--- src/rtl/bcd_counter_ndigit_pkg.sv ---
// -----------------------------------------------------------------------------
// bcd_counter_ndigit_pkg
// Shared BCD constants, per-digit operation codes and digit arithmetic helpers
// used by the N-digit BCD counter, its digit cells and its invariant checker.
// -----------------------------------------------------------------------------
package bcd_counter_ndigit_pkg;

    localparam int         BCD_W    = 4;
    localparam logic [3:0] BCD_MAX  = 4'd9;
    localparam logic [3:0] BCD_ZERO = 4'd0;

    // Operation applied to one digit register on the next clock edge
    typedef enum logic [1:0] {
        CELL_HOLD = 2'd0,
        CELL_LOAD = 2'd1,
        CELL_INC  = 2'd2,
        CELL_DEC  = 2'd3
    } cell_op_e;

    // True when the nibble is a legal decimal digit
    function automatic logic is_bcd(input logic [3:0] v);
        return (v <= BCD_MAX);
    endfunction

    // Decimal increment of one digit, 9 rolls over to 0
    function automatic logic [3:0] bcd_inc(input logic [3:0] v);
        logic [3:0] r;
        if (v >= BCD_MAX) begin
            r = BCD_ZERO;
        end else begin
            r = v + 4'd1;
        end
        return r;
    endfunction

    // Decimal decrement of one digit, 0 rolls under to 9
    function automatic logic [3:0] bcd_dec(input logic [3:0] v);
        logic [3:0] r;
        if (v == BCD_ZERO) begin
            r = BCD_MAX;
        end else if (v > BCD_MAX) begin
            r = BCD_MAX;
        end else begin
            r = v - 4'd1;
        end
        return r;
    endfunction

endpackage

--- src/rtl/bcd_counter_ndigit_chk.sv ---
// -----------------------------------------------------------------------------
// bcd_counter_ndigit_chk
// Invariant checker bound into the counter: every digit of Q stays a legal
// decimal digit, and the wrap and load-error pulses never occur together
// (a load edge is never a wrap edge).
// Ports:
//   clk_i    clock
//   rst_ni   asynchronous active-low reset (checks disabled while low)
//   q_i      counter value
//   wrap_i   registered wrap pulse
//   lderr_i  registered load-error pulse
// -----------------------------------------------------------------------------
module bcd_counter_ndigit_chk
    import bcd_counter_ndigit_pkg::*;
#(
    parameter int DIGITS = 4
) (
    input  logic                    clk_i,
    input  logic                    rst_ni,
    input  logic [BCD_W*DIGITS-1:0] q_i,
    input  logic                    wrap_i,
    input  logic                    lderr_i
);

    // Reduces every nibble of a counter word to one legality flag
    function automatic logic all_bcd(input logic [BCD_W*DIGITS-1:0] v);
        logic ok;
        ok = 1'b1;
        for (int i = 0; i < DIGITS; i++) begin
            ok = ok & is_bcd(v[i*BCD_W +: BCD_W]);
        end
        return ok;
    endfunction

    digits_bcd_a: assert property (@(posedge clk_i) disable iff (!rst_ni) all_bcd(q_i));

    wrap_lderr_excl_a: assert property (@(posedge clk_i) disable iff (!rst_ni) !(wrap_i && lderr_i));

endmodule

--- src/rtl/bcd_counter_ndigit_digit_cell.sv ---
// -----------------------------------------------------------------------------
// bcd_counter_ndigit_digit_cell
// One BCD digit register. The top decides per edge whether the digit holds,
// loads, increments or decrements; the cell applies that operation and reports
// whether it currently sits at 9 or 0 so the top can build carry/borrow chains.
// Ports:
//   clk_i      clock, rising edge
//   rst_ni     asynchronous active-low reset (digit -> 0)
//   op_i       operation for the next edge
//   d_i        load value for this digit
//   q_o        registered digit value
//   q_next_o   value the digit takes on the next edge
//   is_max_o   digit is 9
//   is_zero_o  digit is 0
//   ld_bad_o   a load is requested with a non-decimal nibble (loaded as 0)
// -----------------------------------------------------------------------------
module bcd_counter_ndigit_digit_cell
    import bcd_counter_ndigit_pkg::*;
(
    input  logic             clk_i,
    input  logic             rst_ni,
    input  cell_op_e         op_i,
    input  logic [BCD_W-1:0] d_i,
    output logic [BCD_W-1:0] q_o,
    output logic [BCD_W-1:0] q_next_o,
    output logic             is_max_o,
    output logic             is_zero_o,
    output logic             ld_bad_o
);

    logic [BCD_W-1:0] q_d;
    logic [BCD_W-1:0] q_q;
    logic             ld_bad_s;

    // Next-state selection for the digit
    always_comb begin
        q_d      = q_q;
        ld_bad_s = 1'b0;
        case (op_i)
            CELL_LOAD: begin
                // Illegal nibbles are squashed to 0 so Q never leaves BCD range
                if (is_bcd(d_i)) begin
                    q_d = d_i;
                end else begin
                    q_d      = BCD_ZERO;
                    ld_bad_s = 1'b1;
                end
            end
            CELL_INC:  q_d = bcd_inc(q_q);
            CELL_DEC:  q_d = bcd_dec(q_q);
            CELL_HOLD: q_d = q_q;
            default:   q_d = q_q;
        endcase
    end

    // Digit register
    always_ff @(posedge clk_i or negedge rst_ni) begin
        if (!rst_ni) begin
            q_q <= BCD_ZERO;
        end else begin
            q_q <= q_d;
        end
    end

    assign q_o       = q_q;
    assign q_next_o  = q_d;
    assign is_max_o  = (q_q == BCD_MAX);
    assign is_zero_o = (q_q == BCD_ZERO);
    assign ld_bad_o  = ld_bad_s;

endmodule

--- src/rtl/bcd_counter_ndigit.sv ---
// -----------------------------------------------------------------------------
// bcd_counter_ndigit
// Parametrised N-digit BCD up/down counter. Each digit is a separate cell; the
// top builds "all lower digits are 9" / "all lower digits are 0" prefix chains
// so every digit decides its increment/decrement on the same edge.
// Optional feature macro: BCD_CMP_EN adds cmp_val_i / match_o.
// Parameters:
//   DIGITS     number of BCD digits (1..8)
//   WRAP_MODE  1: wrap at the 0 / all-9s boundary, 0: saturate there
// Ports:
//   clk_i      clock, rising edge
//   rst_ni     asynchronous active-low clear
//   enable_i   count enable (ignored while load_i=1)
//   load_i     synchronous parallel load of d_i
//   up_i       1 = increment, 0 = decrement
//   d_i        load value, digit 0 in d_i[3:0]
//   q_o        counter value, digit 0 in q_o[3:0]
//   co_o       combinational terminal count
//   wrap_o     registered 1-cycle pulse after a wrap edge
//   lderr_o    registered 1-cycle pulse after a load with a nibble > 9
//   cmp_val_i  (BCD_CMP_EN) compare value
//   match_o    (BCD_CMP_EN) registered pulse when Q newly equals cmp_val_i
// -----------------------------------------------------------------------------
module bcd_counter_ndigit
    import bcd_counter_ndigit_pkg::*;
#(
    parameter int          DIGITS    = 4,
    parameter int unsigned WRAP_MODE = 1
) (
    input  logic                    clk_i,
    input  logic                    rst_ni,
    input  logic                    enable_i,
    input  logic                    load_i,
    input  logic                    up_i,
    input  logic [BCD_W*DIGITS-1:0] d_i,
    output logic [BCD_W*DIGITS-1:0] q_o,
    output logic                    co_o,
    output logic                    wrap_o,
    output logic                    lderr_o
`ifdef BCD_CMP_EN
    ,
    input  logic [BCD_W*DIGITS-1:0] cmp_val_i,
    output logic                    match_o
`endif
);

    localparam int Q_W     = BCD_W * DIGITS;
    localparam bit WRAP_EN = (WRAP_MODE != 0);

    logic [Q_W-1:0]    q_s;
    logic [Q_W-1:0]    q_next_s;
    logic [DIGITS-1:0] is_max_s;
    logic [DIGITS-1:0] is_zero_s;
    logic [DIGITS-1:0] ld_bad_s;
    logic [DIGITS:0]   max_pre_s;
    logic [DIGITS:0]   zero_pre_s;
    cell_op_e          op_s [DIGITS];

    logic count_req_s;
    logic at_bound_s;
    logic count_s;
    logic co_s;
    logic wrap_d;
    logic wrap_q;
    logic lderr_d;
    logic lderr_q;

    // Prefix chains: bit i means every digit below i is 9 (or 0)
    always_comb begin
        max_pre_s     = '0;
        zero_pre_s    = '0;
        max_pre_s[0]  = 1'b1;
        zero_pre_s[0] = 1'b1;
        for (int i = 0; i < DIGITS; i++) begin
            max_pre_s[i+1]  = max_pre_s[i] & is_max_s[i];
            zero_pre_s[i+1] = zero_pre_s[i] & is_zero_s[i];
        end
    end

    // Terminal-count and count-permission decode; saturation blocks the edge at the boundary
    always_comb begin
        count_req_s = enable_i & ~load_i;
        if (up_i) begin
            at_bound_s = max_pre_s[DIGITS];
        end else begin
            at_bound_s = zero_pre_s[DIGITS];
        end
        co_s = count_req_s & at_bound_s;
        if (WRAP_EN) begin
            count_s = count_req_s;
            wrap_d  = co_s;
        end else begin
            count_s = count_req_s & ~at_bound_s;
            wrap_d  = 1'b0;
        end
        lderr_d = load_i & (|ld_bad_s);
    end

    // Per-digit operation: load beats count beats hold
    always_comb begin
        for (int i = 0; i < DIGITS; i++) begin
            op_s[i] = CELL_HOLD;
            if (load_i) begin
                op_s[i] = CELL_LOAD;
            end else if (count_s) begin
                if (up_i) begin
                    op_s[i] = max_pre_s[i] ? CELL_INC : CELL_HOLD;
                end else begin
                    op_s[i] = zero_pre_s[i] ? CELL_DEC : CELL_HOLD;
                end
            end else begin
                op_s[i] = CELL_HOLD;
            end
        end
    end

    for (genvar g = 0; g < DIGITS; g++) begin : g_digit
        bcd_counter_ndigit_digit_cell u_cell (
            .clk_i     (clk_i),
            .rst_ni    (rst_ni),
            .op_i      (op_s[g]),
            .d_i       (d_i[g*BCD_W +: BCD_W]),
            .q_o       (q_s[g*BCD_W +: BCD_W]),
            .q_next_o  (q_next_s[g*BCD_W +: BCD_W]),
            .is_max_o  (is_max_s[g]),
            .is_zero_o (is_zero_s[g]),
            .ld_bad_o  (ld_bad_s[g])
        );
    end

    // Event pulse registers
    always_ff @(posedge clk_i or negedge rst_ni) begin
        if (!rst_ni) begin
            wrap_q  <= 1'b0;
            lderr_q <= 1'b0;
        end else begin
            wrap_q  <= wrap_d;
            lderr_q <= lderr_d;
        end
    end

    assign q_o     = q_s;
    assign co_o    = co_s;
    assign wrap_o  = wrap_q;
    assign lderr_o = lderr_q;

`ifdef BCD_CMP_EN
    logic match_d;
    logic match_q;

    // Pulse only on the edge where Q arrives at the compare value, not while it stays there
    always_comb begin
        match_d = (q_next_s == cmp_val_i) && (q_s != cmp_val_i);
    end

    // Match pulse register
    always_ff @(posedge clk_i or negedge rst_ni) begin
        if (!rst_ni) begin
            match_q <= 1'b0;
        end else begin
            match_q <= match_d;
        end
    end

    assign match_o = match_q;
`else
    logic unused_next_s;
    assign unused_next_s = ^q_next_s;
`endif

    bcd_counter_ndigit_chk #(
        .DIGITS (DIGITS)
    ) u_chk (
        .clk_i   (clk_i),
        .rst_ni  (rst_ni),
        .q_i     (q_s),
        .wrap_i  (wrap_q),
        .lderr_i (lderr_q)
    );

endmodule

--- config.mk ---
export PLATFORM = sky130hd
export DESIGN_NAME = bcd_counter_ndigit
export DESIGN_NICKNAME = d
export VERILOG_FILES = /design/src/rtl/bcd_counter_ndigit_pkg.sv /design/src/rtl/bcd_counter_ndigit_chk.sv /design/src/rtl/bcd_counter_ndigit_digit_cell.sv /design/src/rtl/bcd_counter_ndigit.sv
export SDC_FILE = /design/constraint.sdc
export NUM_CORES = 1
export LEC_CHECK = 0
export CAP_MARGIN = 20
export CORE_MARGIN = 8
export CORE_UTILIZATION = 30
export DETAILED_ROUTE_END_ITERATION = 10
export PLACE_DENSITY = 0.62
export SLEW_MARGIN = 20
export SYNTH_ARGS = -nofsm -noshare
export SYNTH_HDL_FRONTEND = slang
export SYNTH_HIERARCHICAL = 1
export SYNTH_SLANG_ARGS = --single-unit
--- constraint.sdc ---
create_clock -name clk_i -period 3.75 [get_ports clk_i]
set_input_delay 0.5625 -clock clk_i [delete_from_list [all_inputs] [get_ports clk_i]]
set_output_delay 0.5625 -clock clk_i [all_outputs]
set_load 0.02 [all_outputs]
**Word-level counts from Yosys, hierarchy flattened**

Index checks and enable logic that the tools add are counted.

- Register bits after elaboration: 18
- Logic and storage cells: 108

- Reductions and logical operators: 9
- Bitwise gates (word level): 10
- Muxes and demuxes: 47
- Equal/unequal tests: 16
- Add/subtract/negate cells: 8
- Order comparisons: 12

Operators by type and width:

| cell | count |
|---|---|
| $mux W4 | 16 |
| $pmux W4 S3 | 4 |
| $mux W2 | 17 |
| $add A4 B1 Y4 const B | 4 |
| $eq A2 B2 Y1 const B | 8 |
| $eq A4 B4 Y1 const B | 4 |
| $ge A4 B4 Y1 const B | 4 |
| $gt A4 B4 Y1 const B | 4 |
| $le A4 B4 Y1 const B | 4 |
| $logic_not A4 Y1 | 4 |
| $sub A4 B1 Y4 const B | 4 |
| $mux W1 | 10 |
| $and A1 B1 Y1 | 9 |
| $eq A2 B1 Y1 const B | 4 |
| $logic_not A2 Y1 | 4 |
| $reduce_or A4 Y1 | 1 |
| $not A1 Y1 | 1 |

**Logic depth before layout (Yosys ltp)**

Gate-level depths: netlist of the first run.

- Depth in word-level cells: 11
- Mapped depth: 11
- Gate-level depth less buffers: 10

**Cells and area by module**

Netlist of the first run, hierarchy kept.

Modules (own cells, without submodules):

| module | sequential area each (um^2) | cells an instance | area an instance (um^2) | times used |
|---|---|---|---|---|
| bcd_counter_ndigit_digit_cell | 100.1 | 61 | 461.7 | 4 |
| bcd_counter_ndigit | 50.0 | 22 | 201.4 | 1 |

**Worst setup path after synthesis of the first run**

Ideal clock, no wire load.

- Path kind: register to register
- Start: reg g_digit[0].u_cell.q_q[0]
- End: reg lderr_q, in the netlist lderr_o
- Setup time: 0.129 ns
- Required time: 3.621 ns
- Arrival time: 2.151 ns
- Buffers on the path: 1
- Stages on the path, launching flop included: 10
- Setup slack: 1.470 ns
- Path through: dfrtp_1 inv_1 ha_1 nand2b_1 nor2_1 nor2b_1 a41o_1 clkbuf_1 nor4b_1 o41a_1

RTL lines:

| element | RTL line | text |
|---|---|---|
| start, declared | bcd_counter_ndigit_digit_cell.sv:32 | `logic [BCD_W-1:0] q_q;` |
| start signal, assigned | bcd_counter_ndigit_digit_cell.sv:61 | `q_q <= q_d;` |
| end signal, assigned | bcd_counter_ndigit.sv:138 | `lderr_q <= lderr_d;` |
| end, declared | bcd_counter_ndigit.sv:66 | `logic lderr_q;` |

**Worst setup path after layout of the first run**

- Start: reg g_digit[1].u_cell.q_q[0]
- End: out co_o

- Cells in the longest elaborated chain, start to end: 6
- Elaborated cells on any way between the ends: 10

RTL lines:

| element | RTL line | text |
|---|---|---|
| start, declared | bcd_counter_ndigit_digit_cell.sv:32 |  |
| start signal, assigned | bcd_counter_ndigit_digit_cell.sv:61 |  |
| $logic_not A4 Y1 | bcd_counter_ndigit_digit_cell.sv:68 | `assign is_zero_o = (q_q == BCD_ZERO);` |
| named net is_zero_s[1] | bcd_counter_ndigit.sv:53 | `logic [DIGITS-1:0] is_zero_s;` |
| $and A1 B1 Y1 (3 in series) | bcd_counter_ndigit.sv:76 | `zero_pre_s[i+1] = zero_pre_s[i] & is_zero_s[i];` |
| $mux W1 | bcd_counter_ndigit.sv:83 | `if (up_i) begin` |
| $and A1 B1 Y1 | bcd_counter_ndigit.sv:88 | `co_s = count_req_s & at_bound_s;` |
| end, declared | bcd_counter_ndigit.sv:37 | `output logic co_o,` |

The timed path passes the listed nets, and every way through them passes these cells.

==> results.txt, run 1 <==
I/O Buffers: 39
final setup fails: 0
HP Class: input port to async pin
worst path required time: 3.19 ns
average vias per placed instance: 5.484
max_slew headroom: 65.33%
final hold vios: 0
Clock power frac: 20.8%
final max-slew violation count: 0
Worst-path clk slew: 0.08 ns
Synth Flop Type: dfrtp_1
switching part of the total: 39.92%
P_sw: 314.5 uW
post-layout min period: 3.113 ns
final wirelength: 5564 um
Worst path slowest cell: clkdlybuf4s50_1
Max clock buf depth: 2
# hold bufs at CTS: 0
synth top area cells: dfrtp_1 22%, ha_1 7.3%, a21oi_1 6.4%
sequential element share of the synthesized area: 21.99%
Global Route Usage Sum: 11.69%
# H-tree levels: 1
Async SR Flop Fraction: 100.0%
Met1 Wirelength: 2590 um
initial antenna violation count: 0
met3 WL: 214 um
Leak Pwr: 0.001051 uW
CP endpoint kind: output pin
Die ar.: 0.009727 mm2
total iterations of the first detailed-routing run: 5
Vias: 2062
Setup crit start: g_digit[1].u_cell/q_o[0]$_DFF_PN0_
Setup Fix Bufs, Post-CTS: 0
Worst Skew: 0.003286 ns
# fillers: 728
top-count cell post-synth: nor2_1
Synth-to-Final Area Change: 22.60%
die width: 98.63 um
CP max FO: 9
die height: 98.63 um
setup TNS: 0 ns
# IOs: 40
number of core rows: 30
power density over cell area: 313.8 mW/mm2
total core area: 0.006719 mm2
Setup WS pre-CTS: 0.8854 ns
largest net degree at the start of global routing: 19
share of layout cells above drive strength 1: 5.068%
Num CTS Buffers: 3
Initial Util: 30.48%
Synth area leader: dfrtp_1
antenna fix cells: 0
number of synthesized flops with an enable pin: 0
routed wl met2: 2698 um
TritonCTS clock tree: yes
crit share post-route: 83.02%
Residual DRC: 0
post-route ant nets: 0
Worst VDD drop: 0.1905 mV
post-synthesis net count: 299
vias in the first global route: 2040
RSZ-0062 raised after global routing: no
wire per inst: 14.80 um
top achievable clock speed: 321.2 MHz
Synth Register Bits: 18
setup ws final: 0.6367 ns
max layer used: met4
CP Launch Type: flop
Post-CTS Resized: 0
status: finished clean
Final Wtd Congestion: 0.7996
Cell Chain, Critical Path: inv_1 > ha_1 > nand2b_1 > nor2_1 > nand4b_1 > o32ai_2 > clkdlybuf4s50_1
WS Path Type: flop to output pin
Root Driver: clkbuf_8
Initial DRC Count: 132
Int Pwr: 473.4 uW
Worst-Margin Slew: 0.5128 ns
Max Cap Viol: 0
Reg power frac: 35.0%
synth cell count leaders: 33 x nor2_1, 27 x inv_1, 26 x a21oi_1
Synth top area share: 21.99%
CP Data Arrival Time: 2.55 ns
Post-DP HPWL: 4247 um
syn avg cell area: 7.700 um2
RR Startpoint: g_digit[0].u_cell/q_o[0]$_DFF_PN0_
Yosys cell types: 36
delay of the slowest critical-path stage: 0.66 ns
clock latency on the worst-skew pair: 0.25 ns
Syn Inst Count: 266
Nets: 330
GR Overflow Total: 0
clk sinks: 18
post-synthesis cell area: 0.002048 mm2
first-pass GRT wire length: 9577 um
Comb power frac: 44.2%
YS warnings: 6
==> worst paths after layout <==
kind	to	slack, ns	cells after the start
worst max-delay path	co_o	0.64	7
max in group asynchronous	g_digit[0].u_cell/q_o[3]$_DFF_PN0_	3.17	1
worst min-delay path	g_digit[1].u_cell/q_o[1]$_DFF_PN0_	0.25	1
worst max register to register	lderr_o$_DFF_PN0_	1.17	8
min in group clk_i	g_digit[1].u_cell/q_o[2]$_DFF_PN0_	0.78	2
worst min register to register	g_digit[1].u_cell/q_o[2]$_DFF_PN0_	0.78	2
==> cell type report <==
class,instances,area [um2],share of cell area (%)
Multi-Input combinational cell,205,1396,55.61
Timing Repair Buffer,42,407.9,16.24
Inverter,27,101.3,4.036
Clock buffer,4,55.05,2.192
Tap cell,80,100.1,3.986
Sequential cell,18,450.4,17.94
==> per-layer routing <==
| layer | global-route usage (%) | up-vias |
|---|---|---|
| li1 | - | 1031 |
| met1 | 14.32 | 979 |
| met2 | 20.62 | 46 |
| met3 | 2.607 | 6 |
| met4 | 1.771 | 0 |
| met5 | 0 | - |
==> critical path: cells and delay by family (launching register included) <==
| kind | cells | cell delay, ns |
|---|---|---|
| buf+inv | 2 | 0.77 |
| fa+ha+maj | 1 | 0.24 |
| compound gates | 1 | 0.27 |
| simple gates | 3 | 0.53 |
| flops | 1 | 0.48 |
==> per-stage QoR <==
| step | cell area, um2 | power [uW] | hold slack, ns | std cells | utilization, % |
|---|---|---|---|---|---|
| final | 2511 | 787.9 | 0.2524 | 376 | 37.37 |
| after global routing | 2511 | 851.9 | 0.2896 | 376 | 37.37 |
| after CTS | 2516 | 801.3 | 0.7959 | 376 | 37.45 |
| after detailed placement | 2461 | 628.4 | 0.7752 | 372 | 36.63 |
| after global placement | 2461 | 622.8 | 0.7628 | 372 | 36.63 |
| after floorplan | 2048 | 509.2 | 0.2669 | 266 | - |
==> sequential cells by signal, summed over array words and instances, names as in the netlist <==
signal              flops
g_digit.u_cell/q_o     16
lderr_o                 1
wrap_o                  1
==> cell families after synthesis <==
| logic type | after synthesis | synth area share, % |
|---|---|---|
| buffers and inverters | 43 | 9.835 |
| and+or+nand+nor | 88 | 23.88 |
| AOI/OAI and AO/OA | 104 | 36.47 |
| DFF | 18 | 21.99 |
| adders and majority gates | 12 | 7.330 |
| muxes | 1 | 0.4887 |
==> layout by cell type (no fill, tap or decap), drive strengths merged, types with 5 or more instances in the layout <==
cell and instances:
ha 12, clkdlybuf4s50 38, a21boi 8, a31o 5, dfrtp 18, nor2 33, inv 27, o21ai 20
o32ai 5, a21o 10, nand3b 10, nor3b 8, a21oi 26, nor2b 5, nand2 8, o41ai 8
nand2b 13
==> power groups by stage <==
stage / Combinational (uW) / Clock [uW] / Sequential [uW]
CTS: 350 / 175 / 276
global placement: 345 / 0 / 277
floorplan: 233 / 0 / 276
finish: 348 / 164 / 276
detailed placement: 348 / 0 / 280
global route: 387 / 180 / 284
Power figures use the tool's default switching activity.
==> run 2, diff against run 1 <==
==> constraint.sdc (replaced) <==
create_clock -name clk_i -period 2.9 [get_ports clk_i]
set_input_delay 0.435 -clock clk_i [delete_from_list [all_inputs] [get_ports clk_i]]
set_output_delay 0.435 -clock clk_i [all_outputs]
set_load 0.02 [all_outputs]
==> run 2 against run 1 <==
Sequential power grew 22%. Routed wire length shrank 0.81%. Global-route usage shrank 0.41 points. Clock power grew 11%. Largest cell class unchanged. Largest power group unchanged.
==> results.txt, run 2 (synthesis gave the netlist of run 1 again) <==
largest net degree at the start of global routing: 19 (unchanged)
Max clock buf depth: 2 (unchanged)
Nets: 338 (+2.4%)
max_slew headroom: 67.80% (+2.5 points)
crit share post-route: 91.86%
TritonCTS clock tree: yes
total core area: 0.006719 mm2 (unchanged)
RSZ-0062 raised after global routing: no
post-layout min period: 2.664 ns
Root Driver: clkbuf_8
Worst-Margin Slew: 0.4762 ns (-0.03660 ns)
final setup fails: 0 (unchanged)
# fillers: 671 (-7.8%)
most frequent cells in the layout: 38 x clkdlybuf4s50_1, 33 x nor2_1, 27 x inv_1
commonest non-fill, non-tap cell in the layout: clkdlybuf4s50_1
Leak Pwr: 0.001087 uW (+3.5%)
post-route ant nets: 0 (unchanged)
Vias: 2048 (-0.68%)
# IOs: 40 (unchanged)
Worst VDD drop: 0.2207 mV (+16%)
# hold bufs at CTS: 0 (unchanged)
Residual DRC: 0 (unchanged)
Setup Fix Bufs, Post-CTS: 0 (unchanged)
Final Wtd Congestion: 0.8104 (+1.4%)
share of layout cells above drive strength 1: 6.931% (+1.9 points)
total iterations of the first detailed-routing run: 4 (-1)
clock latency on the worst-skew pair: 0.26 ns (about the same)
Num CTS Buffers: 3 (unchanged)
Post-CTS Resized: 1 (+1)
power density over cell area: 393.1 mW/mm2 (+25%)
die width: 98.63 um (unchanged)
average vias per placed instance: 5.347 (-2.5%)
Initial Util: 30.48% (unchanged)
number of core rows: 30 (unchanged)
worst hold margin: 0.5263 ns (+0.2739 ns)
Worst-path clk slew: 0.07 ns (about the same)
top achievable clock speed: 375.4 MHz
final hold vios: 0 (unchanged)
Die ar.: 0.009727 mm2 (unchanged)
HP Class: input port to async pin
final max-slew violation count: 0 (unchanged)
I/O Buffers: 39 (unchanged)
first-pass GRT wire length: 9225 um (-3.7%)
CP max FO: 6 (-3)
CP Launch Type: flop
CP Data Arrival Time: 2.23 ns (-0.32 ns)
die height: 98.63 um (unchanged)
CP endpoint kind: output pin
Post-DP HPWL: 4265 um (+0.44%)
worst path required time: 2.47 ns (-0.72 ns)
clk sinks: 18 (unchanged)
Max Cap Viol: 0 (unchanged)
GR Overflow Total: 0 (unchanged)
vias in the first global route: 1920 (-5.9%)
initial antenna violation count: 0 (unchanged)
antenna fix cells: 0 (unchanged)
wire per inst: 14.41 um (-2.6%)
# H-tree levels: 1 (unchanged)
Initial DRC Count: 96 (-27%)
Global Route Usage Sum: 11.28% (-0.41 points)
final wirelength: 5519 um (-0.81%)
WS Path Type: flop to output pin
setup TNS: 0 ns (unchanged)
Worst Skew: 0.003755 ns (+0.0004690 ns)
Synth-to-Final Area Change: 25.05%
status: finished clean
max FFs per register: 16 (unchanged)
-- run 2: cell count changes in the layout (fill, tap and decap cells not counted) --
cell / delta
buf_2: -1
buf_4: +8
dlygate4sd2_1: +1
clkbuf_8: -1
-- run 2: final timing paths --
check | start | to | slack [ns] | cells past startpoint
worst min register to register | g_digit[1].u_cell/q_o[0]$_DFF_PN0_ | g_digit[1].u_cell/q_o[0]$_DFF_PN0_ | 0.77 | 3
worst max-delay path | g_digit[1].u_cell/q_o[1]$_DFF_PN0_ | co_o | 0.24 | 7
worst max register to register | g_digit[0].u_cell/q_o[1]$_DFF_PN0_ | g_digit[3].u_cell/q_o[3]$_DFF_PN0_ | 0.38 | 11
worst min-delay path | rst_ni | g_digit[1].u_cell/q_o[0]$_DFF_PN0_ | 0.53 | 2
max in group asynchronous | rst_ni | g_digit[2].u_cell/q_o[1]$_DFF_PN0_ | 2.15 | 2
min in group clk_i | g_digit[1].u_cell/q_o[0]$_DFF_PN0_ | g_digit[1].u_cell/q_o[0]$_DFF_PN0_ | 0.77 | 3
-- run 2: area by class of cell --
cell class	instances	area [um2]	area share (%)
Sequential cell	18	450.4	17.59
Clock buffer	3	41.29	1.612
Inverter	27	101.3	3.957
Multi-Input combinational cell	205	1396	54.52
Tap cell	80	100.1	3.908
Timing Repair Buffer	50	471.7	18.42
-- run 2: per-layer routing --
metal  up-vias  part of all wire, %  global-route usage (%)  wire length [um]
met5         -                    0                       0                 0
met4         0                  1.0                   2.007                55
met3         6                  4.3                   2.748               240
met2        36                   48                   19.10              2631
met1       958                   47                   14.20              2592
li1       1048                    -                       -                 -
-- run 2: through the flow --
stage          util (%)  worst slack, ns  area [um2]  cells  total power [uW]
4_1_cts           38.12           0.2319        2561    383              1018
3_5_place_dp      37.52           0.2381        2521    380             830.2
6_report          38.12           0.2359        2561    383              1007
2_1_floorplan         -           0.6201        2048    266             658.4
5_1_grt           38.12          0.02255        2561    383              1089
3_3_place_gp      37.52           0.2787        2521    380             826.7
-- run 2: critical path: stages, from the launching register on --
cell	delay (ns)
dfrtp_1	0.43
inv_1	0.12
ha_1	0.26
nand2b_1	0.10
nor2_1	0.24
nand4b_1	0.19
o32ai_2	0.27
dlygate4sd2_1	0.38
-- run 2: power by group --
part           internal, uW  switching [uW]
registers               280            56.5
logic                   228             261
clock network          92.6            89.1
